**src/rtl/sdram_uart_pkg.sv**
```systemverilog
// Shared constants for the UART-to-SDRAM read bridge: FSM encoding,
// default command/error bytes and SDRAM address field widths.
package sdram_uart_pkg;

    localparam int BANK_W = 2;
    localparam int ROW_W  = 13;
    localparam int COL_W  = 9;
    localparam int ADDR_W = BANK_W + ROW_W + COL_W;

    localparam logic [7:0] CMD_READ_DEF = 8'h52;
    localparam logic [7:0] ERR_BYTE_DEF = 8'h45;

    localparam logic [3:0] ST_IDLE   = 4'd0;
    localparam logic [3:0] ST_ADDR2  = 4'd1;
    localparam logic [3:0] ST_ADDR1  = 4'd2;
    localparam logic [3:0] ST_ADDR0  = 4'd3;
    localparam logic [3:0] ST_REQ    = 4'd4;
    localparam logic [3:0] ST_WAIT   = 4'd5;
    localparam logic [3:0] ST_TX_HI  = 4'd6;
    localparam logic [3:0] ST_TX_LO  = 4'd7;
    localparam logic [3:0] ST_TX_ERR = 4'd8;

    // States in which an incoming UART byte cannot be consumed.
    function automatic logic rx_is_dropped(input logic [3:0] st);
        return st inside {ST_REQ, ST_WAIT, ST_TX_HI, ST_TX_LO, ST_TX_ERR};
    endfunction

endpackage

```
**src/rtl/sdram_uart_bridge_rdy_edge_det.sv**
```systemverilog
// Registered rising-edge detector for the controller's data-ready flag.
module rdy_edge_det (
    input  logic clk_i,
    input  logic rst_ni,
    input  logic level_i,
    output logic rise_o
);

    logic level_q;

    always_ff @(posedge clk_i or negedge rst_ni) begin
        if (!rst_ni) begin
            level_q <= 1'b0;
        end else begin
            level_q <= level_i;
        end
    end

    assign rise_o = level_i & ~level_q;

endmodule

```
**src/rtl/sdram_uart_bridge.sv**
```systemverilog
// UART command bridge: 'R' + 3 address bytes triggers one SDRAM word read,
// whose 16-bit result (or an error byte on timeout) is sent back MSB first.
module sdram_uart_bridge
    import sdram_uart_pkg::*;
#(
    parameter logic [15:0] TIMEOUT_CYCLES = 16'd50000,
    parameter logic [7:0]  CMD_READ       = CMD_READ_DEF,
    parameter logic [7:0]  ERR_BYTE       = ERR_BYTE_DEF
) (
    input  logic              clk_100MHz,
    input  logic              rst_n,
    input  logic [7:0]        rx_data,
    input  logic              rx_valid,
    output logic [ADDR_W-1:0] addr,
    output logic              rd_req,
    input  logic [15:0]       rd_data,
    input  logic              rd_ready,
    output logic [7:0]        tx_data,
    output logic              tx_valid,
    input  logic              tx_ready,
    output logic              busy,
    output logic              err_timeout,
    output logic              rx_overrun
);

    logic [3:0]        state_q, state_d;
    logic [ADDR_W-1:0] addr_q, addr_d;
    logic              rd_req_q, rd_req_d;
    logic [15:0]       hold_q, hold_d;
    logic [15:0]       cnt_q, cnt_d;
    logic [7:0]        tx_data_q, tx_data_d;
    logic              tx_valid_q, tx_valid_d;
    logic              busy_q, busy_d;
    logic              err_timeout_q, err_timeout_d;
    logic              rx_overrun_q, rx_overrun_d;
    logic              rdy_rise;
    logic              tx_fire;

    rdy_edge_det u_rdy_edge_det (
        .clk_i   (clk_100MHz),
        .rst_ni  (rst_n),
        .level_i (rd_ready),
        .rise_o  (rdy_rise)
    );

    assign tx_fire = tx_valid_q & tx_ready;

    always_comb begin
        state_d       = state_q;
        addr_d        = addr_q;
        rd_req_d      = rd_req_q;
        hold_d        = hold_q;
        cnt_d         = cnt_q;
        tx_data_d     = tx_data_q;
        tx_valid_d    = tx_valid_q;
        err_timeout_d = 1'b0;
        rx_overrun_d  = rx_valid & rx_is_dropped(state_q);

        case (state_q)
            ST_IDLE: begin
                if (rx_valid && rx_data == CMD_READ) begin
                    state_d = ST_ADDR2;
                end
            end
            ST_ADDR2: begin
                if (rx_valid) begin
                    addr_d[23:16] = rx_data;
                    state_d       = ST_ADDR1;
                end
            end
            ST_ADDR1: begin
                if (rx_valid) begin
                    addr_d[15:8] = rx_data;
                    state_d      = ST_ADDR0;
                end
            end
            ST_ADDR0: begin
                if (rx_valid) begin
                    addr_d[7:0] = rx_data;
                    state_d     = ST_REQ;
                end
            end
            ST_REQ: begin
                rd_req_d = 1'b1;
                cnt_d    = '0;
                state_d  = ST_WAIT;
            end
            // A data-ready edge takes priority over the terminal count.
            ST_WAIT: begin
                if (rdy_rise) begin
                    hold_d     = rd_data;
                    rd_req_d   = 1'b0;
                    tx_data_d  = rd_data[15:8];
                    tx_valid_d = 1'b1;
                    state_d    = ST_TX_HI;
                end else if (cnt_q == TIMEOUT_CYCLES - 16'd1) begin
                    rd_req_d      = 1'b0;
                    err_timeout_d = 1'b1;
                    tx_data_d     = ERR_BYTE;
                    tx_valid_d    = 1'b1;
                    state_d       = ST_TX_ERR;
                end else begin
                    cnt_d = cnt_q + 16'd1;
                end
            end
            ST_TX_HI: begin
                if (tx_fire) begin
                    tx_data_d = hold_q[7:0];
                    state_d   = ST_TX_LO;
                end
            end
            ST_TX_LO, ST_TX_ERR: begin
                if (tx_fire) begin
                    tx_valid_d = 1'b0;
                    state_d    = ST_IDLE;
                end
            end
            default: begin
                state_d = ST_IDLE;
            end
        endcase

        busy_d = (state_d != ST_IDLE);
    end

    always_ff @(posedge clk_100MHz or negedge rst_n) begin
        if (!rst_n) begin
            state_q       <= ST_IDLE;
            addr_q        <= '0;
            rd_req_q      <= 1'b0;
            hold_q        <= '0;
            cnt_q         <= '0;
            tx_data_q     <= '0;
            tx_valid_q    <= 1'b0;
            busy_q        <= 1'b0;
            err_timeout_q <= 1'b0;
            rx_overrun_q  <= 1'b0;
        end else begin
            state_q       <= state_d;
            addr_q        <= addr_d;
            rd_req_q      <= rd_req_d;
            hold_q        <= hold_d;
            cnt_q         <= cnt_d;
            tx_data_q     <= tx_data_d;
            tx_valid_q    <= tx_valid_d;
            busy_q        <= busy_d;
            err_timeout_q <= err_timeout_d;
            rx_overrun_q  <= rx_overrun_d;
        end
    end

    assign addr        = addr_q;
    assign rd_req      = rd_req_q;
    assign tx_data     = tx_data_q;
    assign tx_valid    = tx_valid_q;
    assign busy        = busy_q;
    assign err_timeout = err_timeout_q;
    assign rx_overrun  = rx_overrun_q;

endmodule

```
**config.mk**
```make
export PLATFORM = sky130hd
export DESIGN_NAME = sdram_uart_bridge
export DESIGN_NICKNAME = d
export VERILOG_FILES = /design/src/rtl/sdram_uart_pkg.sv /design/src/rtl/sdram_uart_bridge_rdy_edge_det.sv /design/src/rtl/sdram_uart_bridge.sv
export SDC_FILE = /design/constraint.sdc
export NUM_CORES = 1
export LEC_CHECK = 0
export BUFFER_PORTS_ARGS = -buffer_cell sky130_fd_sc_hd__buf_4
export CORE_ASPECT_RATIO = 1.2
export CORE_MARGIN = 3
export CORE_UTILIZATION = 35
export DETAILED_ROUTE_END_ITERATION = 10
export SLEW_MARGIN = 20
export SYNTH_ARGS = -nofsm -noshare
export SYNTH_HDL_FRONTEND = slang
export SYNTH_SLANG_ARGS = --single-unit
export TNS_END_PERCENT = 50
```
**constraint.sdc**
```tcl
create_clock -name clk_100MHz -period 4.8 [get_ports clk_100MHz]
set_input_delay 0.48 -clock clk_100MHz [delete_from_list [all_inputs] [get_ports clk_100MHz]]
set_output_delay 0.48 -clock clk_100MHz [all_outputs]
set_load 0.05 [all_outputs]
```
==> results of run 1 <==
## synthesized netlist by cell type (3+ instances only)
| library cell | n | area share (%) |
|---|---|---|
| nor4b_1 | 3 | 0.86 |
| and2_1 | 3 | 0.61 |
| o211ai_1 | 4 | 0.98 |
| mux2_2 | 28 | 10 |
| nand4_1 | 3 | 0.61 |
| buf_2 | 5 | 0.82 |
| nor2_1 | 8 | 0.98 |
| inv_1 | 16 | 2.0 |
| nand4b_1 | 3 | 0.86 |
| a21oi_1 | 9 | 1.5 |
| or3_1 | 5 | 1.0 |
| nand2_1 | 25 | 3.1 |
| nand2b_1 | 5 | 1.0 |
| mux2i_1 | 4 | 1.3 |
| a222oi_1 | 4 | 1.3 |
| nor4bb_1 | 4 | 1.3 |
| a211o_1 | 3 | 0.86 |
| o221ai_1 | 3 | 0.86 |
| nand3_1 | 5 | 0.82 |
| nor2b_1 | 5 | 1.0 |
| dfrtp_1 | 66 | 54 |
| and3_1 | 4 | 0.82 |
| o31ai_1 | 5 | 1.2 |
| o21ai_0 | 15 | 2.5 |
## final cells by class
cell class              instances  area [um^2]
clock buffers                  13          169
clock inverters                 2         35.0
flip-flops and latches         66         1650
inverters                      16         60.1
repair buffers                 66          495
well taps                     114          143
multi-input cells             174         1280
fillers                       800         4460
## placed cells by master, fill, tap and decap left out, types with 4 or more instances in the layout
master    count
a21oi_1       9
a222oi_1      4
and3_1        4
buf_4        66
clkbuf_8     12
dfrtp_1      66
inv_1        16
mux2_2       28
mux2i_1       4
nand2_1      25
nand2b_1      5
nand3_1       5
nor2_1        8
nor2b_1       5
nor4bb_1      4
o211ai_1      4
o21ai_0      15
o31ai_1       5
or3_1         5
## final timing paths
check / start / to / slack [ns] / depth (start not counted)
max: state_q[0] / tx_data[3] / 2.58 / 4
min: rst_n / cnt_q[5] / 0.23 / 1
max reg2reg: state_q[0] / tx_data[3] / 2.58 / 4
min reg2reg: hold_q[0] / tx_data[0] / 0.49 / 2
max in group asynchronous: rst_n / addr[16] / 4.02 / 1
min in group clk_100MHz: rd_ready / u_rdy_edge_det.level_q / 0.26 / 1
## state kept, by name, indices dropped and copies added, names as in the netlist
| name | count |
|---|---|
| rd_req | 1 |
| hold_q | 8 |
| rx_overrun | 1 |
| err_timeout | 1 |
| u_rdy_edge_det.level_q | 1 |
| tx_valid | 1 |
| tx_data | 8 |
| busy | 1 |
| state_q | 4 |
| cnt_q | 16 |
| addr | 24 |
## cell families (layout without fill, tap and decap cells)
logic type | after synthesis | in the layout | synth area share (%)
xor+xnor | 1 | 1 | 0.287
compound gates | 54 | 54 | 12.0
flops | 66 | 66 | 54.0
mux | 32 | 32 | 11.6
fa+ha+maj | 1 | 1 | 0.409
buf+inv | 27 | 97 | 4.13
simple gates | 86 | 86 | 17.5
## layer usage
metal / vias to the layer above / share of wire [%]
li1: 1109 / -
met1: 1140 / 44
met2: 59 / 48
met3: 10 / 6.9
met4: 0 / 1.2
met5: - / 0
## power groups by stage
| stage | clock network, mW | logic (mW) | registers (mW) |
|---|---|---|---|
| 4_1_cts | 0.495 | 0.0903 | 0.573 |
| 3_5_place_dp | 0 | 0.0902 | 0.584 |
| 2_1_floorplan | 0 | 0.0154 | 0.609 |
| 3_3_place_gp | 0 | 0.0896 | 0.583 |
| 5_1_grt | 0.523 | 0.0952 | 0.574 |
| 6_report | 0.485 | 0.0880 | 0.573 |
## stage by stage
stage | setup slack, ns | util, %
after floorplan | 2.99 | -
after global placement | 2.63 | 43.8
after detailed placement | 2.57 | 43.8
after CTS | 2.60 | 46.2
after global routing | 2.37 | 46.2
final | 2.58 | 46.2
## worst max-delay path: stages (launching register included)
cell and delay, ns:
dfrtp_1 0.61, nand4bb_1 0.25, nor2_1 0.76, a211oi_2 0.16, a222oi_1 0.33
==> flow_summary.json, run 1 <==
{
  "die_width_um": 91.3,
  "grt_max_degree": 67,
  "avgSynthCellArea_um2": 11.4,
  "dieArea_mm2": 0.00990,
  "pwr-share-clk_pct": 42.3,
  "hpwl_um": 4930,
  "use_met2_pct": 23.4,
  "p_sw_share_pct": 23.2,
  "hold_viol_final": 0,
  "clock-sinks": 66,
  "ys_warn_count": 0,
  "p_sw_uw": 266,
  "fin_crit_sh_pct": 46.3,
  "critPathCaptureType": "flop",
  "finClkSkew_ns": 0.00649,
  "async_reset_ff_share_pct": 100,
  "status": "finished clean",
  "via_count": 2318,
  "timing.setup.critical_path_class": "reg -> reg",
  "nets": 363,
  "tns_ns": 0,
  "cts_inserted_buffers": 9,
  "slew_viol_final": 0,
  "cts_setup_buffers": 0,
  "num_rows": 36,
  "die_y_um": 108,
  "min_period_ns": 2.22,
  "ys_seq_elements": 66,
  "core-area_mm2": 0.00829,
  "drive_above_1_share_pct": 34.1,
  "first_pass_iters": 4,
  "drcViolationCount": 0,
  "power_mw": 1.15,
  "rsz0062_at_grt": "no",
  "fin_cells": 451,
  "overflow": 0,
  "slew_headroom_pct": 39.3,
  "ioPinCount": 66,
  "synth_fp_nets": 297,
  "hold_ws_ns": 0.231,
  "dp.cells": 436,
  "grt_pass1_vias": 2323,
  "min_path_type": "in -> async",
  "met3_usage_pct": 5.22,
  "gp_congestion": 0.747,
  "netlist_area_mm2": 0.00306,
  "port_buffers": 65,
  "crit_arrival_ns": 2.46,
  "worst_slew_pin_slew_ns": 0.907,
  "cts_buffer_depth": 2,
  "p_leak_nw": 1.82,
  "busiest_layer": "met2",
  "p_comb_share_pct": 7.7,
  "clkTransAtPathRegs_ns": 0.07,
  "fmax_mhz": 450,
  "drt-initial-drc-count": 87,
  "cts_hold_buf": 0,
  "ctsHtreeMaxLevel": 3,
  "area_delta_synth_final_pct": 25.4,
  "cts.repair.resized": 0,
  "yosysUniqueCellTypes": 49,
  "cp_max_fo": 15,
  "antenna_found_initial": 0,
  "clkLatencyLatePin_ns": 0.34,
  "cellPowerDensity_mw_per_mm2": 299,
  "start_kind": "flop",
  "n_antenna_cell": 0,
  "routedWlPerCell_um": 15.4,
  "p_int_uw": 880,
  "cts_tree": "built",
  "dpl_cell_area_mm2": 0.00363,
  "use_met1_pct": 17.4,
  "final_area_mm2": 0.00383,
  "seqPwrFrac_pct": 50.0,
  "grtUsageTotal_pct": 14.3,
  "grt_pass1_wl_um": 11300,
  "routed_wl_um": 6920,
  "synth_edf_count": 0,
  "required_ns": 5.03,
  "setup_violations": 0,
  "synth_seq_area_share_pct": 54.0,
  "ys.flop_type": "dfrtp_1",
  "initial_utilization_pct": 36.9,
  "ant_nets": 0,
  "vias_per_cell": 5.14,
  "maxCapViolCount": 0,
  "root_buffer": "clkbuf_8",
  "ir_worst_vdd_mv": 0.159,
  "synthCells": 267
}
(Power assumes the default switching activity.)
==> run 2, diff against run 1 <==
==> constraint.sdc (replaced) <==
create_clock -name clk_100MHz -period 2.3 [get_ports clk_100MHz]
set_input_delay 0.23 -clock clk_100MHz [delete_from_list [all_inputs] [get_ports clk_100MHz]]
set_output_delay 0.23 -clock clk_100MHz [all_outputs]
set_load 0.05 [all_outputs]
==> run 2 against run 1 <==
Effect of this change:
- hold slack got worse by 0.25 ns
- largest power group unchanged
- clock power increased by 110%
- the flow now finishes with violations (negative hold slack)
- critical path type unchanged
- total power is 110% higher
==> flow_summary.json, run 2 (synthesis results as in run 1) <==
{
  "grt_pass1_vias": 2334,
  "via_count": 2335,
  "finClkSkew_ns": 0.0110,
  "fin_util_pct": 46.9,
  "grtUsageTotal_pct": 14.6,
  "slowest_stage": "dfrtp_1",
  "cts_buffer_depth": 2,
  "critPathCaptureType": "flop",
  "required_ns": 2.57,
  "ant_nets": 0,
  "p_leak_nw": 1.84,
  "nets": 370,
  "cp_num_buf_inv": 1,
  "maxCapViolCount": 0,
  "violations": "negative hold slack",
  "hold_viol_final": 28,
  "die_width_um": 91.3,
  "clkLatencyLatePin_ns": 0.35,
  "hold_ws_ns": -0.0232,
  "area_delta_synth_final_pct": 27.2,
  "crit_chain": "nor4bb_1, buf_4, nand4_2, or3_1, a21oi_1",
  "min_period_ns": 1.99,
  "clkTransAtPathRegs_ns": 0.08,
  "core-area_mm2": 0.00829,
  "dieArea_mm2": 0.00990,
  "fmax_mhz": 502,
  "ir_worst_vdd_mv": 0.333,
  "gp_congestion": 0.791,
  "initial_utilization_pct": 36.9,
  "antenna_found_initial": 0,
  "min_path_type": "in -> async",
  "cp_max_fo": 11,
  "routedWlPerCell_um": 15.2,
  "grt_max_degree": 67,
  "overflow": 0,
  "slew_viol_final": 0,
  "timing.setup.critical_path_class": "reg -> reg",
  "routed_wl_um": 6990,
  "ctsHtreeMaxLevel": 3,
  "mostFrequentLayoutCells": "buf_4, dfrtp_1, mux2_2, nand2_1, inv_1",
  "port_buffers": 65,
  "dp.cells": 442,
  "ioPinCount": 66,
  "vias_per_cell": 5.09,
  "grt_pass1_wl_um": 11400,
  "crit_arrival_ns": 2.26,
  "n_antenna_cell": 0,
  "place_ws_ns": 0.343,
  "critPathTopFamily": "simple AND/OR/NAND/NOR gates",
  "final_common_cell": "buf_4",
  "worst_slew_pin_slew_ns": 0.835,
  "die_y_um": 108,
  "tns_ns": 0,
  "fin_crit_sh_pct": 86.6,
  "cts_tree": "built",
  "cts_setup_buffers": 0,
  "drcViolationCount": 0,
  "fin_cells": 459,
  "largest_register_ffs": 24,
  "slew_headroom_pct": 44.4,
  "setup_violations": 0,
  "cellPowerDensity_mw_per_mm2": 611,
  "critPathMaxStageDelay_ns": 0.50,
  "setup_ws_ns": 0.307,
  "clock-sinks": 66,
  "status": "finished, violations left",
  "hpwl_um": 5000,
  "num_rows": 36,
  "dpl_cell_area_mm2": 0.00367,
  "drt-initial-drc-count": 75,
  "first_pass_iters": 4,
  "final_area_mm2": 0.00389,
  "drive_above_1_share_pct": 35.7,
  "cts_inserted_buffers": 9,
  "rsz0062_at_grt": "no",
  "start_kind": "flop",
  "root_buffer": "clkbuf_8"
}
[run 2: changes by cell type in the layout (fill, tap and decap cells not counted)]
cell and delta:
clkinv_4 +1, clkbuf_8 -2, buf_4 +6, clkbuf_1 -1, dlygate4sd3_1 +1, clkinvlp_4 +3
[run 2: path summary, 6_finish.rpt]
kind | from | endpoint | slack (ns) | cells past startpoint
min | rst_n | cnt_q[9] | -0.02 | 1
max in group asynchronous | rst_n | addr[20] | 1.77 | 1
min reg2reg | rd_req | rd_req | 0.50 | 1
max reg2reg | state_q[2] | cnt_q[7] | 0.31 | 5
max | state_q[2] | cnt_q[7] | 0.31 | 5
min in group clk_100MHz | rd_data[4] | hold_q[4] | 0.08 | 3
[run 2: area by class of cell]
type | instances | area (um^2)
Multi-Input combinational cell | 174 | 1280
Tap cell | 114 | 143
Fill cell | 819 | 4400
Clock buffer | 10 | 138
Inverter | 16 | 60.1
Sequential cell | 66 | 1650
Clock inverter | 6 | 66.3
Timing Repair Buffer | 73 | 551
[run 2: through the flow]
stage	power [mW]	hold slack (ns)
finish	2.38	-0.0232
global route	2.48	0.0445
CTS	2.41	0.0119
detailed placement	1.41	0.365
global placement	1.40	0.364
floorplan	1.30	-0.0656
[run 2: what timing repair did]
action | CTS | global route
hold endpoints to repair | 1 | 0
hold buffers | 1 | 0
resized for setup | 0 | 0
[run 2: where the power goes]
part | leakage, nW | switching, mW | internal (mW)
Combinational | 0.903 | 0.115 | 0.0704
Sequential | 0.844 | 0.0114 | 1.18
Clock | 0.0945 | 0.466 | 0.529
[run 2: metal layers]
metal / GRT usage, % / vias up / part of all wire, %
met4: 6.47 / 0 / 1.8
met3: 4.24 / 11 / 5.6
met2: 23.8 / 57 / 48
met5: 0 / - / 0
li1: - / 1121 / -
met1: 18.0 / 1146 / 45
==> run 3, diff against run 2 <==
--- a/config.mk
+++ b/config.mk
@@ -6,7 +6,7 @@
 export NUM_CORES = 1
 export LEC_CHECK = 0
 export BUFFER_PORTS_ARGS = -buffer_cell sky130_fd_sc_hd__buf_4
-export CORE_ASPECT_RATIO = 1.2
+export CORE_ASPECT_RATIO = 1.25
 export CORE_MARGIN = 3
 export CORE_UTILIZATION = 35
 export DETAILED_ROUTE_END_ITERATION = 10
==> run 3 against run 2 <==
Effect of this change:
- the flow still finishes with violations (negative hold slack)
- critical path depth unchanged
- hold slack improved by 0.0079 ns
- non-clock buffer count did not move
- clock skew hardly changed
- global-route usage rose by 0.51 points
- maximum frequency decreased by 1.0%
- register-to-register slack worse by 0.02 ns
- via count grew 1.2%
- utilization is 0.23 points lower
- sequential power hardly changed
- combinational power about the same
- critical endpoint is now tx_data[0]
- largest power group unchanged
==> flow_summary.json, run 3 (synthesis results as in run 1) <==
{
  "status": "finished, violations left",
  "violations": "negative hold slack",
  "slew_viol_final": 0,
  "nets": 370,
  "maxCapViolCount": 0,
  "overflow": 0,
  "cts_tree": "built",
  "grt_pass1_wl_um": 11900,
  "worstRegToRegCells": 5,
  "final_common_cell": "buf_4",
  "die_y_um": 110,
  "r2r_end": "tx_data[0]",
  "critPathCaptureType": "flop",
  "routed_wl_um": 7020,
  "finClkSkew_ns": 0.0112,
  "initial_utilization_pct": 36.5,
  "cellPowerDensity_mw_per_mm2": 634,
  "r2r_slack_ns": 0.29,
  "area_delta_synth_final_pct": 28.0,
  "crit_arrival_ns": 2.20,
  "drt-initial-drc-count": 83,
  "grt_pass1_vias": 2463,
  "timing.setup.critical_path_class": "reg -> reg",
  "ioPinCount": 66,
  "ant_nets": 0,
  "antenna_found_initial": 0,
  "clkLatencyLatePin_ns": 0.33,
  "via_count": 2364,
  "drive_above_1_share_pct": 35.7,
  "setup_violations": 0,
  "required_ns": 2.49,
  "core-area_mm2": 0.00838,
  "drcViolationCount": 0,
  "rsz0062_at_grt": "no",
  "routedWlPerCell_um": 15.2,
  "ctsHtreeMaxLevel": 3,
  "min_path_type": "in -> async",
  "fillers": 783,
  "gp_congestion": 0.782,
  "tns_ns": 0,
  "clock-sinks": 66,
  "hold_viol_final": 8,
  "first_pass_iters": 6,
  "hpwl_um": 5020,
  "worst_slew_pin_slew_ns": 0.842,
  "grt_max_degree": 67,
  "die_width_um": 89.6,
  "slew_headroom_pct": 43.9,
  "num_rows": 37,
  "n_antenna_cell": 0,
  "ir_worst_vdd_mv": 0.317,
  "mostFrequentLayoutCells": "buf_4, dfrtp_1, mux2_2, nand2_1, inv_1",
  "cts_inserted_buffers": 9,
  "root_buffer": "clkbuf_8",
  "port_buffers": 65,
  "fmax_mhz": 497,
  "largest_register_ffs": 24,
  "regToRegStartpoint": "cnt_q[0]",
  "cp_max_fo": 6,
  "fin_crit_sh_pct": 87.6,
  "vias_per_cell": 5.12,
  "hold_ws_ns": -0.0152,
  "grtUsageTotal_pct": 15.1,
  "dieArea_mm2": 0.00990,
  "cts_buffer_depth": 2,
  "min_period_ns": 2.01,
  "p_leak_nw": 1.86,
  "clkTransAtPathRegs_ns": 0.08,
  "start_kind": "flop"
}
-- run 3: changes by cell type in the layout (fill, tap and decap cells not counted), sizes merged --
cell      delta
bufinv       +1
clkbuf       -1
clkinv       +1
clkinvlp     -3
inv          +2
-- run 3: report_power, final --
part | internal (mW) | total [mW] | leakage, nW | switching (mW)
sequential | 1.18 | 1.20 | 0.844 | 0.0118
combinational | 0.0714 | 0.185 | 0.901 | 0.114
clock | 0.620 | 1.10 | 0.114 | 0.481
-- run 3: repair_timing --
item / CTS / global route
setup buffers: 0 / 0
endpoints found under the hold margin: 1 / 0
setup endpoints to repair: 0 / 0
hold buffers: 1 / 0
gates resized for setup: 0 / 0
-- run 3: worst max path at each step --
stage	from	endpoint	slack, ns	depth (start not counted)
floorplan	cnt_q[0]	cnt_q[3]	0.49	6
global placement	cnt_q[0]	tx_data[6]	0.30	5
detailed placement	cnt_q[0]	tx_data[0]	0.32	5
CTS	cnt_q[0]	tx_data[0]	0.27	5
global route	cnt_q[0]	tx_data[2]	0.08	5
finish	cnt_q[0]	tx_data[0]	0.29	5
-- run 3: final cells by class --
type | count | area [um^2] | area share, %
clock buffer | 9 | 124 | 3.17
clock inverter | 7 | 100 | 2.56
inverter | 16 | 60.1 | 1.54
multi-input combinational | 174 | 1280 | 32.7
sequential | 66 | 1650 | 42.2
tap | 117 | 146 | 3.74
timing repair buffer | 73 | 551 | 14.1
-- run 3: worst max-delay path, stage by stage (launching register included) --
cell and delay, ns:
dfrtp_1 0.42, ha_1 0.23, and3_1 0.25, and4_1 0.26, o21ai_0 0.52, o221ai_1 0.19
-- run 3: per-stage QoR --
| step | setup WS (ns) | total power [mW] | utilization (%) | cell area [um^2] | instances |
|---|---|---|---|---|---|
| 2_1_floorplan | 0.494 | 1.30 | - | 3060 | 267 |
| 3_3_place_gp | 0.300 | 1.40 | 43.9 | 3680 | 445 |
| 3_5_place_dp | 0.319 | 1.41 | 43.9 | 3680 | 445 |
| 4_1_cts | 0.271 | 2.51 | 46.7 | 3910 | 462 |
| 5_1_grt | 0.0755 | 2.59 | 46.7 | 3910 | 462 |
| 6_report | 0.286 | 2.48 | 46.7 | 3910 | 462 |
-- run 3: per-layer routing --
metal / up-vias / track usage [%] / wire [um]
met2: 63 / 23.4 / 3390
met1: 1167 / 19.2 / 3020
met5: - / 0 / 0
met3: 15 / 5.75 / 483
li1: 1119 / - / -
met4: 0 / 4.87 / 129
